[src/rtl/reflex_pkg.sv]
// Shared types and constants for the reaction-time game round controller.
package reflex_pkg;

    // Round phases
    typedef enum logic [1:0] {
        IDLE = 2'd0,
        WAIT = 2'd1,
        GO   = 2'd2,
        DONE = 2'd3
    } state_t;

    localparam int unsigned LFSR_W    = 16;
    localparam int unsigned WAIT_W    = 16;
    localparam int unsigned RES_W     = 14;

    // Right-shifting Fibonacci LFSR for x^16+x^14+x^13+x^11+1: feedback is the
    // XOR of bits 0, 2, 3 and 5, inserted at bit 15.
    localparam logic [LFSR_W-1:0] LFSR_SEED = 16'hACE1;
    localparam logic [LFSR_W-1:0] LFSR_TAPS = 16'h002D;

    function automatic logic [LFSR_W-1:0] lfsr_next(input logic [LFSR_W-1:0] cur);
        return {^(cur & LFSR_TAPS), cur[LFSR_W-1:1]};
    endfunction

endpackage

[src/rtl/ms_tick_gen.sv]
// Millisecond tick divider with synchronous clear.
//   clk  : system clock
//   rst  : synchronous active-high reset
//   clr  : forces the count to 0 on the next edge (phase restart)
//   tick : high for one cycle when the count reaches TICK_DIV-1 (decoded from the count register)
module ms_tick_gen #(
    parameter int unsigned TICK_DIV = 50000
) (
    input  logic clk,
    input  logic rst,
    input  logic clr,
    output logic tick
);

    localparam int unsigned CNT_W = (TICK_DIV > 1) ? $clog2(TICK_DIV) : 1;
    localparam logic [CNT_W-1:0] CNT_MAX = CNT_W'(TICK_DIV - 1);

    logic [CNT_W-1:0] cnt_q;

    assign tick = (cnt_q == CNT_MAX);

    // Free-running 0..TICK_DIV-1 counter
    always_ff @(posedge clk) begin
        if (rst || clr) begin
            cnt_q <= '0;
        end else if (cnt_q == CNT_MAX) begin
            cnt_q <= '0;
        end else begin
            cnt_q <= cnt_q + CNT_W'(1);
        end
    end

endmodule

[src/rtl/reflex_round_ctrl.sv]
// One round of the reaction-time game: random hold-off, GO stimulus, and
// reaction measurement in whole ticks.
//   clk, rst     : clock, synchronous active-high reset
//   start        : begin a round (accepted in IDLE or DONE)
//   btn          : debounced, synchronous player button
//   led_go       : high while in GO
//   busy         : high in WAIT and GO
//   result_ms    : measured reaction in ticks, held until the next start
//   result_valid : DONE after a legal press
//   foul         : DONE after an early press
//   timeout      : DONE after no press within MAX_REACT_MS ticks
module reflex_round_ctrl
    import reflex_pkg::*;
#(
    parameter int unsigned TICK_DIV     = 50000,
    parameter int unsigned MIN_WAIT_MS  = 1000,
    parameter int unsigned RAND_MASK    = 2047,
    parameter int unsigned MAX_REACT_MS = 9999
) (
    input  logic             clk,
    input  logic             rst,
    input  logic             start,
    input  logic             btn,
    output logic             led_go,
    output logic             busy,
    output logic [RES_W-1:0] result_ms,
    output logic             result_valid,
    output logic             foul,
    output logic             timeout
);

    // Elaboration-time parameter checks
    if (TICK_DIV < 2) begin : g_chk_div
        $error("TICK_DIV must be >= 2");
    end
    if (MIN_WAIT_MS < 1) begin : g_chk_min
        $error("MIN_WAIT_MS must be >= 1");
    end
    if (MAX_REACT_MS > 16383 || MAX_REACT_MS < 1) begin : g_chk_max
        $error("MAX_REACT_MS must be in 1..16383");
    end
    if (64'(MIN_WAIT_MS) + 64'(RAND_MASK) >= 64'd65536) begin : g_chk_wait
        $error("MIN_WAIT_MS + RAND_MASK must fit in 16 bits");
    end

    localparam logic [WAIT_W-1:0] MIN_WAIT  = WAIT_W'(MIN_WAIT_MS);
    localparam logic [WAIT_W-1:0] WAIT_MASK = WAIT_W'(RAND_MASK);
    localparam logic [RES_W-1:0]  REACT_MAX = RES_W'(MAX_REACT_MS);
    localparam logic [RES_W-1:0]  REACT_TOP = RES_W'(MAX_REACT_MS - 1);

    state_t              state_q, state_d;
    logic                btn_q;
    logic [LFSR_W-1:0]   lfsr_q;
    logic [WAIT_W-1:0]   wait_cnt_q, wait_cnt_d;
    logic [RES_W-1:0]    react_cnt_q, react_cnt_d;
    logic [RES_W-1:0]    result_d;
    logic                valid_d, foul_d, timeout_d;
    logic                led_go_d, busy_d;
    logic                btn_edge_c;
    logic                tick_clr_c;
    logic                tick;

    assign btn_edge_c = btn & ~btn_q;

    ms_tick_gen #(
        .TICK_DIV (TICK_DIV)
    ) u_tick (
        .clk  (clk),
        .rst  (rst),
        .clr  (tick_clr_c),
        .tick (tick)
    );

    // State register, counters, LFSR, button history and registered outputs
    always_ff @(posedge clk) begin
        if (rst) begin
            state_q      <= IDLE;
            btn_q        <= 1'b0;
            lfsr_q       <= LFSR_SEED;
            wait_cnt_q   <= '0;
            react_cnt_q  <= '0;
            result_ms    <= '0;
            result_valid <= 1'b0;
            foul         <= 1'b0;
            timeout      <= 1'b0;
            led_go       <= 1'b0;
            busy         <= 1'b0;
        end else begin
            state_q      <= state_d;
            btn_q        <= btn;
            lfsr_q       <= lfsr_next(lfsr_q);
            wait_cnt_q   <= wait_cnt_d;
            react_cnt_q  <= react_cnt_d;
            result_ms    <= result_d;
            result_valid <= valid_d;
            foul         <= foul_d;
            timeout      <= timeout_d;
            led_go       <= led_go_d;
            busy         <= busy_d;
        end
    end

    // Next-state and next-output logic; a press beats a same-cycle tick
    always_comb begin
        state_d     = state_q;
        wait_cnt_d  = wait_cnt_q;
        react_cnt_d = react_cnt_q;
        result_d    = result_ms;
        valid_d     = result_valid;
        foul_d      = foul;
        timeout_d   = timeout;
        tick_clr_c  = 1'b0;

        case (state_q)
            IDLE, DONE: begin
                if (start) begin
                    state_d    = WAIT;
                    wait_cnt_d = MIN_WAIT + (lfsr_q & WAIT_MASK);
                    result_d   = '0;
                    valid_d    = 1'b0;
                    foul_d     = 1'b0;
                    timeout_d  = 1'b0;
                    tick_clr_c = 1'b1;
                end
            end
            WAIT: begin
                if (btn_edge_c) begin
                    state_d  = DONE;
                    foul_d   = 1'b1;
                    result_d = '0;
                end else if (tick) begin
                    if (wait_cnt_q == WAIT_W'(1)) begin
                        state_d     = GO;
                        react_cnt_d = '0;
                        tick_clr_c  = 1'b1;
                    end else begin
                        wait_cnt_d = wait_cnt_q - WAIT_W'(1);
                    end
                end
            end
            GO: begin
                if (btn_edge_c) begin
                    state_d  = DONE;
                    result_d = react_cnt_q;
                    valid_d  = 1'b1;
                end else if (tick) begin
                    if (react_cnt_q == REACT_TOP) begin
                        state_d   = DONE;
                        timeout_d = 1'b1;
                        result_d  = REACT_MAX;
                    end else begin
                        react_cnt_d = react_cnt_q + RES_W'(1);
                    end
                end
            end
            default: begin
                state_d = IDLE;
            end
        endcase

        led_go_d = (state_d == GO);
        busy_d   = (state_d == WAIT) || (state_d == GO);
    end

endmodule

[config.mk]
export PLATFORM = sky130hd
export DESIGN_NAME = reflex_round_ctrl
export DESIGN_NICKNAME = d
export VERILOG_FILES = /design/src/rtl/reflex_pkg.sv /design/src/rtl/ms_tick_gen.sv /design/src/rtl/reflex_round_ctrl.sv
export SDC_FILE = /design/constraint.sdc
export NUM_CORES = 1
export LEC_CHECK = 0
export BUFFER_PORTS_ARGS = -buffer_cell sky130_fd_sc_hd__buf_2
export CAP_MARGIN = 20
export CORE_MARGIN = 5
export CORE_UTILIZATION = 55
export DETAILED_ROUTE_END_ITERATION = 16
export HOLD_SLACK_MARGIN = 0.05
export PLACE_DENSITY_LB_ADDON = 0.12
export SYNTH_ARGS = -nofsm -noshare
export SYNTH_HDL_FRONTEND = slang
export SYNTH_SLANG_ARGS = --single-unit
[constraint.sdc]
create_clock -name clk -period 2.99 [get_ports clk]
set_input_delay 0.1495 -clock clk [delete_from_list [all_inputs] [get_ports clk]]
set_output_delay 0.1495 -clock clk [all_outputs]
set_load 0.005 [all_outputs]
==> run metrics <==
die area 9667 sq um; CTS Root Cell clkbuf_8; worst path arrival time 3.03 ns; most frequent cells in the layout dfxtp_1, nand3_1, nor2_1; synthesis-to-finish area growth 8.807%; Comb pwr share 26.1%; share of layout cells above drive strength 1 15.13%; DP HPWL 6660 um; RSZ-0062 raised after global routing no; Num CTS Buffers 9; Die Ht 98.32 um; initial core utilization 56.10%; largest net degree at the start of global routing 50; Final nets 532; Int Power 1.855 mW; average cell area after synthesis 8.564 sq um; pwr/cell area 595.3 nW/um^2; die width 98.32 um; leak pwr 1.629 nW; leading area contributor after synthesis dfxtp_1; worst skew pair latency 0.35 ns; GRT Util Overall 21.69%; Via density 6.244; vias in the first global route 3746; final hold viol count 0; synthesized instance count 501; Routed Antenna Nets 0; clock buffer depth 2; clk_skew 0.01362 ns; min Tclk post-route 2.753 ns; final setup vio count 0; n_diodes 0; initial antenna violation count 0; number of remaining DRC errors 0; wire per inst 16.09 um; Top FF cell, synth dfxtp_1; Post-synth ARST share 0%; core area 7647 sq um; Post-Syn Area 4290 sq um; CTS tree yes; Max Cap Viol 0; Max Clock Freq 0.3633 GHz; # fillers 672; IO buf count 22; most common cell after layout, fill and taps aside dfxtp_1; Place WS 0.3083 ns; global-route wire length before repair 17940 um; Pre-Repair DR Iteration Count 5; Hold WC Path Type primary input to flip-flop; number of setup buffers added after CTS 0; CTS resizes 0; status finished clean; switching pwr 0.9239 mW; Final Util 61.04%; Cell Rows 32; Seq/Total Area, Yosys 39.20%; PnR worst setup slack 0.2372 ns; # clock sinks 84; post-synthesis cell type count 60; final WL 10040 um; Yosys Warn Count 0; Peak VDD IR 0.3491 mV; Clock Pin Slew Worst Setup and Hold Paths 0.08 ns; area of the multi-input gates 2376 sq um; critical path type flip-flop to flip-flop; Critical Path End Type flip-flop; Final Cycle Share 92.07%; H-tree levels 3; Congestion Overflow GR 0; Sequential Power Share 45.5%; setup TNS 0 ns; Slew @ Worst Pin 0.9299 ns; sw frac 33.25%; Worst setup SP type flip-flop; CTS Hold Bufs 1; top cells by area, synth dfxtp_1, nand3_1, a21oi_1, a31oi_1, ha_1; Slew HR 38.01%; number of synthesized register bits 84; Final GP Congestion 0.8400; syn nets 515; DR iter-0 viols 296; Clock Power Share 28.4%; Yosys top cell area share 39.20%; num ports 23; WP data required 3.27 ns; Post-synth EDFFs 0; Sequential Area 1682 sq um; vias after detailed routing 3896; worst-path fanout max 16; Slew Viols, Final 0
layer usage:
metal,part of all wire (%),global-route usage [%],routed length [um],vias to the layer above
met5,0,0,0,-
met3,4.5,3.500,453,9
met4,0.98,6.092,98,0
met1,51,31.78,5091,1864
met2,44,32.92,4399,112
li1,-,-,-,1911
critical path: stages, from the launching register on:
cell and delay (ns):
dfxtp_1 0.36, or4bb_1 0.53, or4_4 0.56, a211o_1 0.49, or4_1 0.58, a31oi_1 0.17
registers in the layout, summed over array words and instances, names as in the netlist:
register	count
btn_q	1
busy	1
foul	1
led_go	1
lfsr_q	16
react_cnt_q	14
result_ms	14
result_valid	1
state_q	2
timeout	1
u_tick.cnt_q	16
wait_cnt_q	16
final cells by class:
type                    count  share of cell area (%)
clock buffers               9                   2.653
repair buffers             40                   5.307
flip-flops and latches     84                   36.02
inverters                  12                  0.9649
well taps                 102                   2.734
clock inverters             6                   1.421
multi-input cells         371                   50.90
cells by family (layout without fill, tap and decap cells):
group	Yosys count	after routing	synth area share, %
and+or+nand+nor	207	207	26.86
muxes	5	5	1.167
AOI/OAI and AO/OA	128	128	19.89
adders and majority gates	10	10	2.916
buffers and inverters	46	67	5.686
DFF	84	84	39.20
xor gates and xnor gates	21	21	4.287
metrics by stage:
stage / power (mW) / cells / cell area (sq um) / hold slack, ns
global placement: 1.985 / 607 / 4461 / 0.3936
global route: 2.951 / 624 / 4668 / 0.1534
finish: 2.779 / 624 / 4668 / 0.1615
detailed placement: 1.996 / 607 / 4461 / 0.3969
CTS: 2.790 / 623 / 4661 / 0.1435
floorplan: 1.803 / 501 / 4290 / 0.2777
synthesized netlist by cell type, types with 10 or more instances:
cell type  instances
xnor2_1           12
a31oi_1           23
o21ai_0           25
a21oi_1           31
nor4_1            13
nand4_1           12
ha_1              10
nor2b_1           13
nor3_1            16
nand2_1           24
inv_1             11
clkbuf_1          22
nand3_1           42
nor2_1            33
dfxtp_1           84
worst paths after layout:
kind | start | to | slack [ns] | cells after the start
setup / recovery | u_tick.cnt_q[15]$_SDFF_PP0_ | react_cnt_q[7]$_SDFFE_PP0P_ | 0.24 | 5
hold / removal | rst | busy$_SDFF_PP0_ | 0.16 | 2
setup reg to reg | u_tick.cnt_q[15]$_SDFF_PP0_ | react_cnt_q[7]$_SDFFE_PP0P_ | 0.24 | 5
hold reg to reg | lfsr_q[14]$_SDFF_PP0_ | lfsr_q[13]$_SDFF_PP1_ | 0.41 | 1
power by group through the flow:
stage / clock network (mW) / registers (mW) / logic [mW]
finish: 0.790 / 1.26 / 0.724
global route: 0.860 / 1.28 / 0.814
CTS: 0.813 / 1.26 / 0.714
detailed placement: 0 / 1.29 / 0.708
global placement: 0 / 1.29 / 0.698
floorplan: 0 / 1.27 / 0.532
Power figures use the tool's default switching activity.
